==> src/rtl/hqm_devtlb_pkg.sv <==
// rtl/hqm_devtlb_pkg.sv - shared types for the devtlb reset generator
//
// Purpose: state encoding and small helpers used by hqm_devtlb_rstgen.
// Ports: none (package).

package hqm_devtlb_pkg;

  typedef enum logic [2:0] {
    RESET = 3'd0,
    RUN   = 3'd1,
    DRAIN = 3'd2,
    HOLD  = 3'd3,
    ACK   = 3'd4
  } rstgen_state_t;

  // States in which the generated reset is released (high).
  function automatic logic rst_released(rstgen_state_t s);
    return (s == RUN) || (s == DRAIN) || (s == ACK);
  endfunction

endpackage

==> src/rtl/hqm_devtlb_rstgen_if.sv <==
// rtl/hqm_devtlb_rstgen_if.sv - soft-reset request/acknowledge interface
//
// Purpose: groups the soft-reset handshake between a requester and the rstgen.
// Signals: req_rst (one-cycle request), idle (downstream quiescent),
//          rst_ack (one-cycle completion pulse), rst_active (rstgen not in RUN).
// Modports: master = requester side, slave = reset generator side.

interface hqm_devtlb_rstgen_if;

  logic req_rst;
  logic idle;
  logic rst_ack;
  logic rst_active;

  modport master (
    output req_rst,
    output idle,
    input  rst_ack,
    input  rst_active
  );

  modport slave (
    input  req_rst,
    input  idle,
    output rst_ack,
    output rst_active
  );

endinterface

==> src/rtl/hqm_devtlb_ctech_mux_2to1.sv <==
// rtl/hqm_devtlb_ctech_mux_2to1.sv - 2:1 mux cell wrapper for reset/scan paths
//
// Purpose: single instantiable mux cell so reset muxing maps to one library cell.
// Ports: d0 (selected when s=0), d1 (selected when s=1), s (select), o (output).

module hqm_devtlb_ctech_mux_2to1 (
  input  logic d0,
  input  logic d1,
  input  logic s,
  output logic o
);

  assign o = s ? d1 : d0;

endmodule

==> src/rtl/hqm_devtlb_rst_sync.sv <==
// rtl/hqm_devtlb_rst_sync.sv - reset deassertion synchronizer
//
// Purpose: asserts sync_b asynchronously with clr_b and releases it
//          SYNC_STAGES clk edges after clr_b rises.
// Ports: clk (clock), clr_b (async active-low clear), sync_b (synchronized release).

module hqm_devtlb_rst_sync #(
  parameter int SYNC_STAGES = 2
) (
  input  logic clk,
  input  logic clr_b,
  output logic sync_b
);

  logic [SYNC_STAGES-1:0] chain;

  always_ff @(posedge clk or negedge clr_b) begin
    if (!clr_b) begin
      chain <= '0;
    end else begin
      chain <= {chain[SYNC_STAGES-2:0], 1'b1};
    end
  end

  assign sync_b = chain[SYNC_STAGES-1];

endmodule

==> src/rtl/hqm_devtlb_rstgen.sv <==
// rtl/hqm_devtlb_rstgen.sv - devtlb local reset generator with soft reset and scan bypass
//
// Purpose: async-assert / sync-release reset for the devtlb domain; services a
//          soft-reset request (drain, fixed-width pulse, acknowledge).
// Ports: clk, clr_b (async active-low reset in), rst_bypass_b / rst_bypass_sel
//        (scan reset value / scan select), reset_out_b (generated reset),
//        rg (slave side of the req_rst/idle/rst_ack/rst_active handshake).

module hqm_devtlb_rstgen
  import hqm_devtlb_pkg::*;
#(
  parameter int SYNC_STAGES = 2,
  parameter int HOLD_CYCLES = 8,
  parameter int CNT_W       = $clog2(HOLD_CYCLES + 1)
) (
  input  logic                clk,
  input  logic                clr_b,
  input  logic                rst_bypass_b,
  input  logic                rst_bypass_sel,
  output logic                reset_out_b,
  hqm_devtlb_rstgen_if.slave  rg
);

  logic          arst_b;
  logic          sync_b;
  rstgen_state_t state;
  rstgen_state_t next_state;
  logic [CNT_W-1:0] cnt;
  logic          rst_int_b;
  logic          ack_q;
  logic          active_q;

  // In scan mode DFT owns the reset of every flop in this block.
  hqm_devtlb_ctech_mux_2to1 u_arst_mux (
    .d0 (clr_b),
    .d1 (rst_bypass_b),
    .s  (rst_bypass_sel),
    .o  (arst_b)
  );

  hqm_devtlb_rst_sync #(
    .SYNC_STAGES (SYNC_STAGES)
  ) u_sync (
    .clk    (clk),
    .clr_b  (arst_b),
    .sync_b (sync_b)
  );

  always_ff @(posedge clk or negedge arst_b) begin
    if (!arst_b) begin
      state <= RESET;
    end else begin
      state <= next_state;
    end
  end

  // Requests outside RUN are simply not looked at, which drops them.
  always_comb begin
    next_state = state;
    case (state)
      RESET: if (sync_b)       next_state = RUN;
      RUN:   if (rg.req_rst)   next_state = DRAIN;
      DRAIN: if (rg.idle)      next_state = HOLD;
      HOLD:  if (cnt == '0)    next_state = ACK;
      ACK:                     next_state = RUN;
      default:                 next_state = RESET;
    endcase
  end

  // Loaded on HOLD entry so the pulse spans exactly HOLD_CYCLES cycles.
  always_ff @(posedge clk or negedge arst_b) begin
    if (!arst_b) begin
      cnt <= '0;
    end else if ((state != HOLD) && (next_state == HOLD)) begin
      cnt <= CNT_W'(HOLD_CYCLES - 1);
    end else if ((state == HOLD) && (cnt != '0)) begin
      cnt <= cnt - CNT_W'(1);
    end
  end

  // Outputs are registered from next_state so none is a decode of state bits.
  always_ff @(posedge clk or negedge arst_b) begin
    if (!arst_b) begin
      rst_int_b <= 1'b0;
      ack_q     <= 1'b0;
      active_q  <= 1'b1;
    end else begin
      rst_int_b <= rst_released(next_state);
      ack_q     <= (next_state == ACK);
      active_q  <= (next_state != RUN);
    end
  end

  hqm_devtlb_ctech_mux_2to1 u_out_mux (
    .d0 (rst_int_b),
    .d1 (rst_bypass_b),
    .s  (rst_bypass_sel),
    .o  (reset_out_b)
  );

  assign rg.rst_ack    = ack_q;
  assign rg.rst_active = active_q;

endmodule

==> src/flat_wrapper.sv <==
// flat-port wrapper written by rule: the top's interface ports become plain ports
module hqm_devtlb_rstgen_flat import hqm_devtlb_pkg::*;
#(
  parameter int SYNC_STAGES = 2,
  parameter int HOLD_CYCLES = 8,
  parameter int CNT_W       = $clog2(HOLD_CYCLES + 1)
)
  (clk, clr_b, rst_bypass_b, rst_bypass_sel, reset_out_b, rg_req_rst, rg_idle, rg_rst_ack, rg_rst_active);
  hqm_devtlb_rstgen_if rg_i ();
  input  logic clk;
  input  logic clr_b;
  input  logic rst_bypass_b;
  input  logic rst_bypass_sel;
  output logic reset_out_b;
  input wire logic [$bits(rg_i.req_rst)-1:0] rg_req_rst;
  input wire logic [$bits(rg_i.idle)-1:0] rg_idle;
  output wire logic [$bits(rg_i.rst_ack)-1:0] rg_rst_ack;
  output wire logic [$bits(rg_i.rst_active)-1:0] rg_rst_active;
  assign rg_i.req_rst = rg_req_rst;
  assign rg_i.idle = rg_idle;
  assign rg_rst_ack = rg_i.rst_ack;
  assign rg_rst_active = rg_i.rst_active;
  hqm_devtlb_rstgen #(.SYNC_STAGES(SYNC_STAGES), .HOLD_CYCLES(HOLD_CYCLES), .CNT_W(CNT_W)) u_core (.clk(clk), .clr_b(clr_b), .rst_bypass_b(rst_bypass_b), .rst_bypass_sel(rst_bypass_sel), .reset_out_b(reset_out_b), .rg(rg_i));
endmodule
==> config.mk <==
export PLATFORM = sky130hd
export DESIGN_NAME = hqm_devtlb_rstgen_flat
export DESIGN_NICKNAME = d
export VERILOG_FILES = /design/src/rtl/hqm_devtlb_pkg.sv /design/src/rtl/hqm_devtlb_rstgen_if.sv /design/src/rtl/hqm_devtlb_ctech_mux_2to1.sv /design/src/rtl/hqm_devtlb_rst_sync.sv /design/src/rtl/hqm_devtlb_rstgen.sv /design/src/flat_wrapper.sv
export SDC_FILE = /design/constraint.sdc
export NUM_CORES = 1
export LEC_CHECK = 0
export CAP_MARGIN = 20
export CORE_MARGIN = 10
export CORE_UTILIZATION = 45
export DETAILED_ROUTE_END_ITERATION = 12
export PLACE_DENSITY = 0.68
export SETUP_SLACK_MARGIN = 0.1
export SYNTH_ARGS = -nofsm -noshare
export SYNTH_HDL_FRONTEND = slang
export SYNTH_SLANG_ARGS = --single-unit
==> constraint.sdc <==
create_clock -name clk -period 1.95 [get_ports clk]
set_input_delay 0.39 -clock clk [delete_from_list [all_inputs] [get_ports clk]]
set_output_delay 0.39 -clock clk [all_outputs]
set_load 0.005 [all_outputs]
* Word level (Yosys, flattened, before mapping) *
Cells that the tools add are included.

word-level totals
  register bits = 12
  input bits = 6
  logic and storage cells = 34

cells by class
  add/sub/neg operators = 1
  equality and inequality tests = 10
  multiplexer cells = 9
  reduce and logical (&&, ||, !) cells = 8

operators with widths
  kind                                                   count
  one-hot mux 3 bit (5 select lines)                     1
  equality test 3 x 2 -> 1 bit, second input constant    4
  2-to-1 mux 3 bit                                       4
  2-to-1 mux 4 bit                                       2
  equality test 3 x 1 -> 1 bit, second input constant    2
  equality test 3 bit, second input constant             2
  zero test 4 bit                                        1
  nonzero test 4 bit                                     1
  subtractor 4 x 1 -> 4 bit, second input constant       1
  zero test 3 bit                                        1
  inequality test 3 x 1 -> 1 bit, second input constant  1
  inequality test 3 x 2 -> 1 bit, second input constant  1
  logical AND 1 bit                                      2
  logical OR 1 bit                                       2
  2-to-1 mux 1 bit                                       2
  nonzero test 2 bit                                     1

* Logic depth before layout (Yosys ltp) *
  word-level depth = 6
  depth in mapped cells = 5
  mapped depth without buffers = 5

* Modules after synthesis *
A second synthesis with hierarchy kept.

unflattened totals
  cells, all modules = 54
  area total of the unflattened synthesis = 614.3 sq um

modules (own cells, without submodules)
  module                     instances  cells each  area each (sq um)  sequential area each (sq um)
  hqm_devtlb_rstgen          1          49          530.5              251.5
  hqm_devtlb_rst_sync        1          3           53.8               50.0
  hqm_devtlb_ctech_mux_2to1  2          1           15.0               0.0

* Least setup slack after synthesis *
OpenSTA, ideal clock, no wires.

  path kind = reg-to-reg
  start point = register u_core.cnt[0]
  end point = register u_core.cnt[0]
  arrival time = 1228 ps
  data required time = 1851 ps
  path slack = 623 ps
  cell stages (with the launch flop) = 6
  path buffers = 0
  period minus slack after synthesis = 1327 ps
  cell sequence = dfrtp_1 inv_1 ha_1 nor3b_4 nor3_1 a311oi_1

between the ends
  cells in the longest elaborated chain, start to end = 6
  elaborated cells between the ends (all ways) = 11
  those cells by class = 1 x add/sub; 1 x eq/ne; 4 x mux; 5 x reduce/logical

ends and longest elaborated chain
  what                                                           RTL line                 text
  start, declared                                                hqm_devtlb_rstgen.sv:28  logic [CNT_W-1:0] cnt;
  start signal, assigned                                         hqm_devtlb_rstgen.sv:75  cnt <= CNT_W'(HOLD_CYCLES - 1);
  start signal, assigned                                         hqm_devtlb_rstgen.sv:77  cnt <= cnt - CNT_W'(1);
  zero test 4 bit                                                hqm_devtlb_rstgen.sv:64  HOLD: if (cnt == '0) next_state = ACK;
  2-to-1 mux 3 bit                                               hqm_devtlb_rstgen.sv:64
  one-hot mux 3 bit (5 select lines)                             hqm_devtlb_rstgen.sv:60  case (state)
  equality test 3 x 2 -> 1 bit                                   hqm_devtlb_rstgen.sv:74  end else if ((state != HOLD) && (next_state == HOLD)) begin
  logical AND 1 bit                                              hqm_devtlb_rstgen.sv:74
  2-to-1 mux 4 bit / nonzero test 2 bit (equally long branches)  --

Several ways; a longest one is shown, not always the timed one. The select of a mux whose other input is x is not followed.
A chain may end at the register's enable or synchronous reset.

* Final worst setup path *
  start point = register u_core.active_q, in the netlist u_core.rg.rst_active
  end point = output port rg_rst_active

RTL lines
  what                    RTL line                 text
  start, declared         hqm_devtlb_rstgen.sv:31  logic active_q;
  start signal, assigned  hqm_devtlb_rstgen.sv:90  active_q <= (next_state != RUN);
  end, declared           flat_wrapper.sv:18       output wire logic [$bits(rg_i.rst_active)-1:0] rg_rst_active;

No word-level cell between the ends.

==> results.tsv <==
stage	metric	value	unit
setup_path	Worst R2R Path Depth	5	
floorplanning	Ports	9	
synthesis	Synth Warn #	0	
synthesis	Synth cell types	29	
layout	# diodes	0	
cts	Hold-fix buffers, CTS	0	
cts	Clock transition at path regs	80	ps
timing	minimum clock period	1670	ps
run_status	status	finished, final reports clean	
detailed_routing	vias per inst	5.44	
floorplanning	die area	3210	sq um
global_route	Global Route Usage Sum	0.0756	
placement	Port-buffer cells	8	
synthesis	Yosys reg bits	12	
setup_path	instance count on the critical path	1	
setup_path	r2r setup slk	410	ps
setup_path	Setup crit end kind	primary output	
timing	count of final setup violators	0	
cts	Post-CTS Resized	1	
global_route	largest net degree at the start of global routing	16	
power	leakage	0.345	nW
layout	design area	742	sq um
layout	Area Overhead vs Synth	22.8	%
placement	DP HPWL	851	microns
floorplanning	Core Region	1280	sq um
layout	fraction of final layout cells sized beyond drive strength 1	0.181	
floorplanning	effective utilization at floorplan	0.470	
placement	pre-CTS WS	-17.6	ps
global_route	initial antenna violation count	0	
global_route	vias in the first global route	428	
setup_path	cell chain of the critical path	clkdlybuf4s50_1	
setup_path	crit path DAT	1280	ps
setup_path	Worst R2R Start	u_core.cnt[0]	
detailed_routing	WL final	1160	microns
hold_path	hold crit path type	flop to flop	
detailed_routing	router iterations before antenna repair	4	
timing	post-route setup slack	284	ps
power	Peak VDD IR	0.598	mV
cts	H-tree Lvls	1	
synthesis	Post-synth ARST share	1.00	
setup_path	CP max-delay cell	dfstp_2	
global_route	GR Overflow Total	0	
setup_path	critical path peak fanout	1	
setup_path	CP Launch Point	u_core.rg.rst_active	
setup_path	FF-to-FF End	u_core.cnt[1]	
cts	worst-case clock buffer depth	2	
detailed_routing	routed len/inst	13.3	microns
floorplanning	Die W	56.6	microns
placement	final RePlAce weighted congestion	0.738	
power	P per Cell Area	1320	nW/um^2
setup_path	Setup crit start kind	flop	
floorplanning	Die H	56.6	microns
synthesis	post-synthesis sequential area ratio	0.499	
detailed_routing	routed vias	473	
run	max-cap viol count	0	
synthesis	cell area after synthesis	604	sq um
setup_path	critical path's top delay family	flip-flops	
detailed_routing	Post-route DRC	0	
cts	number of post-CTS setup repair buffers	0	
cts	CTS Buf Count	3	
timing	final hold vios	0	
setup_path	Worst Setup Path Type	flop to primary output	
setup_path	CP endpoint	rg_rst_active	
synthesis	Post-Syn Instances	60	
synthesis	Post-synth EDFFs	0	
synthesis	most instantiated library cell after synthesis	dfrtp_1	
cts	CTS root buffer	clkbuf_4	
detailed_routing	Routed Antenna Nets	0	
cts	Clk Latency, worst-skew pair	270	ps
detailed_routing	1st-iter DRT viols	6	
timing	Tcrit/Tclk final	0.854	
cts	CTS tree	built	
floorplanning	Rows	13	
synthesis	post-synth top area share	0.455	
synthesis	post-synth top area cell	dfrtp_1	
cts	Clock Sinks	12	
synthesis	Synth Area per Inst	10.1	sq um
setup_path	Buf/Inv on CP	1	
timing	Final Max Tran Viols	0	
placement	DP Area	707	sq um
synthesis	synth top area cells	dfrtp_1 46%, dfstp_2 4.3%, inv_1 4.3%, nand2_1 3.7%, nor3b_4 3.1%	
timing	RSZ-0062 raised after global routing	no	
synthesis	top post-synthesis cells by count	11 x dfrtp_1, 7 x inv_1, 6 x nand2_1	
synthesis	Synth Flop Type	dfrtp_1	
timing	Peak Freq	600	MHz
layout	layout net count	80	
global_route	first-pass GRT wire length	1910	microns
timing	post-route clock skew	3.43	ps
setup_path	WP data required	1560	ps
setup_path	largest stage delay on the critical path	520	ps
synthesis	post-synth net total	67	
placed cells by master (no fill, tap or decap), drive strengths merged, types with 3 or more instances in the layout:
master	netlist	routed
a21oi	3	3
clkbuf	1	4
clkdlybuf4s50	0	7
dfrtp	11	11
inv	7	7
nand2	6	6
nor3	3	3
o21ai	4	4
power breakdown:
group / switching, W / internal, W
Clock: 0.0000858 / 0.000113
Sequential: 0.000101 / 0.000326
Combinational: 0.000179 / 0.000178
registers in the layout (all words and copies together) (netlist names):
name,flops
u_core.cnt,4
u_core.state,3
u_core.u_sync.chain,2
u_core.rg.rst_ack,1
u_core.rg.rst_active,1
u_core.rst_int_b,1
final cells by class:
| class | instances | area (sq um) |
|---|---|---|
| inverters | 7 | 26.3 |
| multi-input cells | 40 | 273 |
| repair buffers | 9 | 86.3 |
| flip-flops and latches | 12 | 302 |
| fillers | 126 | 543 |
| clock buffers | 4 | 36.3 |
| well taps | 15 | 18.8 |
per-layer routing:
layer,share of wire,GRT usage
met2,0.46,0.107
met5,0,0
met1,0.45,0.0874
met3,0.072,0.0292
met4,0.013,0.0619
metrics by stage:
step                       util  instances  TNS (ps)  total power, W  hold WS [ps]
after global placement    0.550         83         0        0.000786           334
after global routing      0.577         87         0         0.00106           362
after CTS                 0.577         87         0        0.000990           358
after detailed placement  0.550         83     -17.6        0.000792           340
after floorplan               -         60         0        0.000688           331
final                     0.577         87         0        0.000983           353
worst min-delay path by stage:
stage / start / endpoint / slack [ps] / cells past startpoint
global route: u_core.u_sync.chain[0] / u_core.u_sync.chain[1] / 360 / 0
finish: u_core.u_sync.chain[0] / u_core.u_sync.chain[1] / 350 / 0
detailed placement: u_core.u_sync.chain[0] / u_core.u_sync.chain[1] / 340 / 0
CTS: u_core.u_sync.chain[0] / u_core.u_sync.chain[1] / 360 / 0
global placement: u_core.u_sync.chain[0] / u_core.u_sync.chain[1] / 330 / 0
floorplan: u_core.u_sync.chain[0] / u_core.u_sync.chain[1] / 330 / 0
cell families (layout without fill, tap and decap cells):
| kind of cell | Yosys count | in the layout | share of synthesized area |
|---|---|---|---|
| AO/OA/AOI/OAI | 15 | 15 | 0.176 |
| adder cells (fa/ha/maj) | 1 | 1 | 0.0207 |
| buffers and inverters | 8 | 20 | 0.0497 |
| flip-flops | 12 | 12 | 0.499 |
| multiplexers | 1 | 1 | 0.0186 |
| other | 1 | 1 | 0.00621 |
| AND/OR/NAND/NOR | 22 | 22 | 0.230 |
Note: power is estimated with default switching activity, not from simulation.
